==> src/rtl/tnkk_select_array_unit_pkg.sv <==
// Shared network parameters for the ternary select array: default geometry
// and the 2-bit ternary weight codes.
package tnkk_select_array_unit_pkg;

  localparam int TN_DEF            = 4;
  localparam int FEATURE_WIDTH_DEF = 16;
  localparam int KERNEL_SIZE_DEF   = 3;
  localparam int KERNEL_WIDTH_DEF  = 2;

  // Only the two low weight bits carry meaning; 2'b10 behaves like ZERO.
  localparam logic [1:0] POS  = 2'b01;
  localparam logic [1:0] NEG  = 2'b11;
  localparam logic [1:0] ZERO = 2'b00;

endpackage

==> src/rtl/tnkk_select_array_unit_ternary_select.sv <==
// Single ternary lane: passes, negates or zeroes one feature according to
// its weight code. Purely combinational.
module ternary_select_unit
  import tnkk_select_array_unit_pkg::*;
#(
  parameter int FEATURE_WIDTH = FEATURE_WIDTH_DEF,
  parameter int KERNEL_WIDTH  = KERNEL_WIDTH_DEF
) (
  input  logic [FEATURE_WIDTH-1:0] feature,
  input  logic [KERNEL_WIDTH-1:0]  weight,
  output logic [FEATURE_WIDTH-1:0] result
);

  logic [1:0] code;

  always_comb begin
    code   = weight[1:0];
    result = '0;
    case (code)
      POS:     result = feature;
      // Plain wrapping negation: the most negative value maps to itself.
      NEG:     result = '0 - feature;
      default: result = '0;
    endcase
  end

endmodule

==> src/rtl/tnkk_select_array_unit.sv <==
// Ternary select array: Tn*K*K independent lanes, each selecting +f, -f or 0,
// registered together with a one-cycle completion strobe.
module tnkk_select_array_unit
  import tnkk_select_array_unit_pkg::*;
#(
  parameter int Tn            = TN_DEF,
  parameter int FEATURE_WIDTH = FEATURE_WIDTH_DEF,
  parameter int KERNEL_SIZE   = KERNEL_SIZE_DEF,
  parameter int KERNEL_WIDTH  = KERNEL_WIDTH_DEF
) (
  input  logic                                                     clk,
  input  logic                                                     rst,
  input  logic                                                     enable,
  input  logic [Tn*KERNEL_SIZE*KERNEL_SIZE*FEATURE_WIDTH-1:0]      feature_in,
  input  logic [Tn*KERNEL_SIZE*KERNEL_SIZE*KERNEL_WIDTH-1:0]       weight_in,
  output logic [Tn*KERNEL_SIZE*KERNEL_SIZE*FEATURE_WIDTH-1:0]      feature_out,
  output logic                                                     ternary_com_done
);

  localparam int N = Tn * KERNEL_SIZE * KERNEL_SIZE;

  logic [N*FEATURE_WIDTH-1:0] lane_result;

  for (genvar j = 0; j < N; j++) begin : g_lane
    ternary_select_unit #(
      .FEATURE_WIDTH (FEATURE_WIDTH),
      .KERNEL_WIDTH  (KERNEL_WIDTH)
    ) u_lane (
      .feature (feature_in[j*FEATURE_WIDTH +: FEATURE_WIDTH]),
      .weight  (weight_in[j*KERNEL_WIDTH +: KERNEL_WIDTH]),
      .result  (lane_result[j*FEATURE_WIDTH +: FEATURE_WIDTH])
    );
  end

  // Handshake: enable high at a rising edge captures all lanes; the next
  // cycle feature_out holds that result and ternary_com_done pulses for
  // exactly that cycle. There is no backpressure, so one result per enabled
  // cycle streams out, and feature_out holds between enables.
  always_ff @(posedge clk or negedge rst) begin
    if (!rst) begin
      feature_out      <= '0;
      ternary_com_done <= 1'b0;
    end else begin
      ternary_com_done <= enable;
      if (enable) begin
        feature_out <= lane_result;
      end
    end
  end

endmodule

==> config.mk <==
export PLATFORM = sky130hd
export DESIGN_NAME = tnkk_select_array_unit
export DESIGN_NICKNAME = d
export VERILOG_FILES = /design/src/rtl/tnkk_select_array_unit_pkg.sv /design/src/rtl/tnkk_select_array_unit_ternary_select.sv /design/src/rtl/tnkk_select_array_unit.sv
export SDC_FILE = /design/constraint.sdc
export NUM_CORES = 2
export LEC_CHECK = 0
export ABC_AREA = 1
export CAP_MARGIN = 20
export CORE_AREA = 2 2 475 477
export CTS_BUF_LIST = sky130_fd_sc_hd__clkbuf_16
export DETAILED_ROUTE_END_ITERATION = 8
export DIE_AREA = 0 0 477 479
export GPL_TIMING_DRIVEN = 0
export PLACE_DENSITY_LB_ADDON = 0.15
export SETUP_SLACK_MARGIN = 0.2
export SLEW_MARGIN = 0
export SYNTH_ARGS = -nofsm -noshare
export SYNTH_HDL_FRONTEND = slang
export SYNTH_HIERARCHICAL = 1
export SYNTH_SLANG_ARGS = --single-unit
==> constraint.sdc <==
create_clock -name clk -period 1.1 [get_ports clk]
set_input_delay 0.22 -clock clk [delete_from_list [all_inputs] [get_ports clk]]
set_output_delay 0.22 -clock clk [all_outputs]
set_load 0.01 [all_outputs]
After elaboration in Yosys (flattened, before gate mapping). Index checks and enable logic that the tools add are counted.

Bits in registers: 577. Output and inout bits: 577. Word-level logic and storage cells: 146.

Add/sub/neg operators: 36. Eq/ne operators: 72. Muxes and demuxes: 36.

Operators by type and width (count): case mux 16 bit (2 select lines) (36); subtractor 1 x 16 -> 16 bit, first input constant (36); == test 2 x 1 -> 1 bit, second input constant (36); == test 2 bit, second input constant (36).

Longest topological paths before layout.
Word-level depth: 2. Mapped depth: 10.

Cells and area by module. Netlist, hierarchy kept.

By module, submodules not included: tnkk_select_array_unit (times used 1, cells each 2433, area an instance 21976.1 um2, seq. area each 14438.8 um2); ternary_select_unit (g_lane[0].u_lane ...) (times used 35, cells each 129, area an instance 585.6 um2, seq. area each 0.0 um2); ternary_select_unit (g_lane[28].u_lane) (times used 1, cells each 129, area an instance 591.8 um2, seq. area each 0.0 um2).

Least setup slack after synthesis. OpenSTA, ideal clock, no wires.

Path kind: input port to flip-flop. Start point: in feature_in[96]. End point: reg feature_out[110]. Library setup time: 117 ps. Arrival: 1057 ps. Required time: 983 ps. Slack: -74 ps. Stages: 9. Path buffers: 0. Cell sequence: inv_1 ha_1 nand2_2 nor2_2 nand3_1 nand3_1 nand2_1 nand2_1 nand2_1.

Longest elaborated chain between the ends: 2.

RTL lines: start: declaration (line tnkk_select_array_unit.sv:14) `input logic [Tn*KERNEL_SIZE*KERNEL_SIZE*FEATURE_WIDTH-1:0] feature_in,`; subtractor 1 x 16 -> 16 bit (line tnkk_select_array_unit_ternary_select.sv:22) `NEG: result = '0 - feature;`; case mux 16 bit (2 select lines) (line tnkk_select_array_unit_ternary_select.sv:19) `case (code)`; named net lane_result[110] (line tnkk_select_array_unit.sv:22) `logic [N*FEATURE_WIDTH-1:0] lane_result;`; end signal: assignment (line tnkk_select_array_unit.sv:46) `feature_out <= lane_result;`; end: declaration (line tnkk_select_array_unit.sv:16) `output logic [Tn*KERNEL_SIZE*KERNEL_SIZE*FEATURE_WIDTH-1:0] feature_out,`.

The timed path passes the listed nets, and every way through them passes these cells. A chain may end at the register's enable or synchronous reset.

Final worst setup path.
Start point: reg feature_out[39]. End point: out feature_out[39].

No word-level cell between the ends.

==> reports/qor.yml <==
grt_pass1_wl_mm: 328
timing.hold.ws_ns: -0.641
setup-violations-final: 577
crit_slowest_cell: "dfrtp_2"
synth_compound_area_frac: 0.0293
clock-sinks: 577
ant_nets: 0
grt_util_all_layers: 0.194
synth_largest_area_cell: "dfrtp_1"
fmax_ghz: 0.627
yosys_warnings: 6
tritoncts: "yes"
synth_flop_cell: "dfrtp_1"
place.gp.congestion: 0.909
synth.distinct_cells: 23
totalPowerFinal_mw: 74.8
synth-seq-cells: 577
syn_nets: 7764
end_kind: "primary output"
core.rowCount: 174
critPathTopFamily: "flip-flops"
arrival_ns: 1.37
start_util: 0.193
worstPathCellList: "buf_6"
cts-htree-levels: 3
root_buffer: "clkbuf_16"
cts.clk_slew.worst_paths_ns: 0.06
nets: 9597
drt_wl_total_mm: 232
ir_drop_v: 0.00107
synth_seq_area_share: 0.335
core_region_area_um2: 224000
holdCritPathClass: "input pin to asynchronous set/reset pin"
die_x_um: 477
cts_inserted_buffers: 86
dp.cells: 11300
synth.area.top_cells: "dfrtp_1 (34%), nand2_1 (29%), inv_1 (6.9%), nor2_1 (6.3%), nand3_1 (5.9%)"
power_density_nw_per_um2: 1090
io_buffers: 1227
rsz0062_at_grt: "yes"
drt_iter0_markers: 2788
power_leakage_nw: 38.2
setup_ws_ns: -0.495
outcome: "complete, but fails checks"
clock_path_buffers: 3
netlist.area_leader.share: 0.335
critical_path_required_ns: 0.88
gr-total-overflow: 0
synth_common_cells: "nand2_1 (3384), inv_1 (787), nor2_1 (721)"
cp_max_fo: 2
area_delta_synth_final_pct: 59.7
io_pins: 1228
slew_violations: 0
synth_area_per_cell_um2: 6.08
synth_edf_count: 0
via_per_inst: 4.20
min_period_over_period: 1.45
grt_pass1_vias: 47700
regToRegSetupSlack_ns: 0.24
synth_top_family_by_area: "simple AND/OR/NAND/NOR gates"
slew_headroom: 0.552
dp_slack_ns: -1.04
cp-start-kind: "register"
synth_adder_area_share: 0.0105
die-area_um2: 228000
syn_inst: 7077
dieHeight_um: 479
drcViolationCount: 0
r2r_start: "feature_out[492]"
fin_crit_ns: 1.59
tightest_slew_ns: 0.672
synth_xor_area_frac: 0.00732
worst_r2r_path_depth: 4
grt_max_degree: 101
synth.cell_area_um2: 43100
ys_async_sr_fraction: 1.00
crit_buf_inv: 1
worst-setup-path-type: "register to primary output"
hold_violations: 205
num_vias: 50600
muxShareOfSynthArea: 0
maxCapViolations: 0
max_stage_delay_ns: 0.49
dr.pass1.iters: 7
r2r_end: "feature_out[492]"
dpl.hpwl_mm: 187
yosysMostFrequentCell: "nand2_1"
antenna_found_initial: 172
routedWlPerCell_um: 19.3
synth-simple-area-share: 0.524
clkLatencyLatePin_ns: 0.73
finClkSkew_ns: 0
fin_cells: 12000
drive_gt1_frac: 0.210
violations: "negative hold slack, negative setup slack"
## flip-flops by register name (all words and copies together), names as in the netlist
name	flops
feature_out	576
ternary_com_done	1
## cell usage in the layout (no fill, tap or decap), types with 67 or more instances in the layout
cell type        synthesis  routed
inv_1                  787     681
nor2_2                 177     213
clkdlybuf4s50_1          0     358
inv_2                    5      81
diode_2                  0      67
nor2_4                  38     120
nand2_4                 36      73
nor3_1                 252     252
buf_6                   61     481
dlygate4sd3_1            0     160
o21ai_1                 40      83
clkbuf_16                0      89
buf_2                   56     193
dlymetal6s2s_1           0     241
nor2_1                 721     604
o21ai_0                140      97
nand3_1                504     504
a21oi_1                 72      72
buf_4                   10     349
nand2_1               3384    3364
dfrtp_1                577     569
## worst max-delay path by stage
stage                    start               end  slack, ns  depth (start not counted)
2_1_floorplan   feature_in[97]  feature_out[110]       0.05                          9
3_3_place_gp               rst   feature_out[57]     -30.43                          1
3_5_place_dp     weight_in[16]  feature_out[143]      -1.04                          7
4_1_cts        feature_out[39]   feature_out[39]      -0.60                          1
5_1_grt        feature_out[39]   feature_out[39]      -0.57                          1
6_report       feature_out[39]   feature_out[39]      -0.49                          1
## power by group
group | total [mW] | leakage, nW | internal (mW) | switching (mW)
clock network | 28.9 | 1.42 | 16.8 | 12.1
logic | 21.3 | 29.3 | 9.81 | 11.5
registers | 24.6 | 7.50 | 23.2 | 1.43
total | 74.8 | 38.2 | 49.8 | 25.1
## cell families (layout without fill, tap and decap cells)
family,count (synthesis),in the layout
AO/OA/AOI/OAI,252,252
XOR/XNOR,36,36
adder cells (fa/ha/maj),36,36
buffers and inverters,920,2820
flip-flops,577,577
other,0,67
AND/OR/NAND/NOR,5256,5257
## metal layers
metal / up-vias / global-route usage / wire (µm)
li1: 25500 / - / -
met1: 23200 / 0.221 / 93300
met2: 1411 / 0.329 / 110000
met3: 463 / 0.0659 / 18000
met4: 76 / 0.0794 / 9980
met5: - / 0 / 530
## per-stage QoR
| stage | TNS [ns] | area [µm²] | util |
|---|---|---|---|
| global route | -263.22 | 68700 | 0.307 |
| detailed placement | -698.71 | 60200 | 0.269 |
| finish | -212.64 | 68800 | 0.308 |
| CTS | -267.77 | 64700 | 0.290 |
| floorplan | 0 | 44000 | - |
| global placement | - | 60000 | 0.269 |
## layout make-up
type	count	area, µm²
Antenna cell	67	168
Clock buffer	89	2230
Multi-Input combinational cell	5581	26000
Buffer	127	1310
Tap cell	2992	3740
Sequential cell	577	14400
Timing Repair Buffer	1744	17100
Inverter	793	3170
Clock inverter	67	613
Fill cell	24800	155000
## timing repair
item / 4_1_cts / 5_1_grt
cloned: 3 / 1
endpoints found under the hold margin: 217 / 348
resized for setup: 3286 / 465
endpoints found under the setup margin: 1243 / 1207
hold buffers: 16 / 144
pin swaps: 15 / 67
buffers inserted: 207 / 141
No activity file was read; power rests on OpenSTA's default activity.
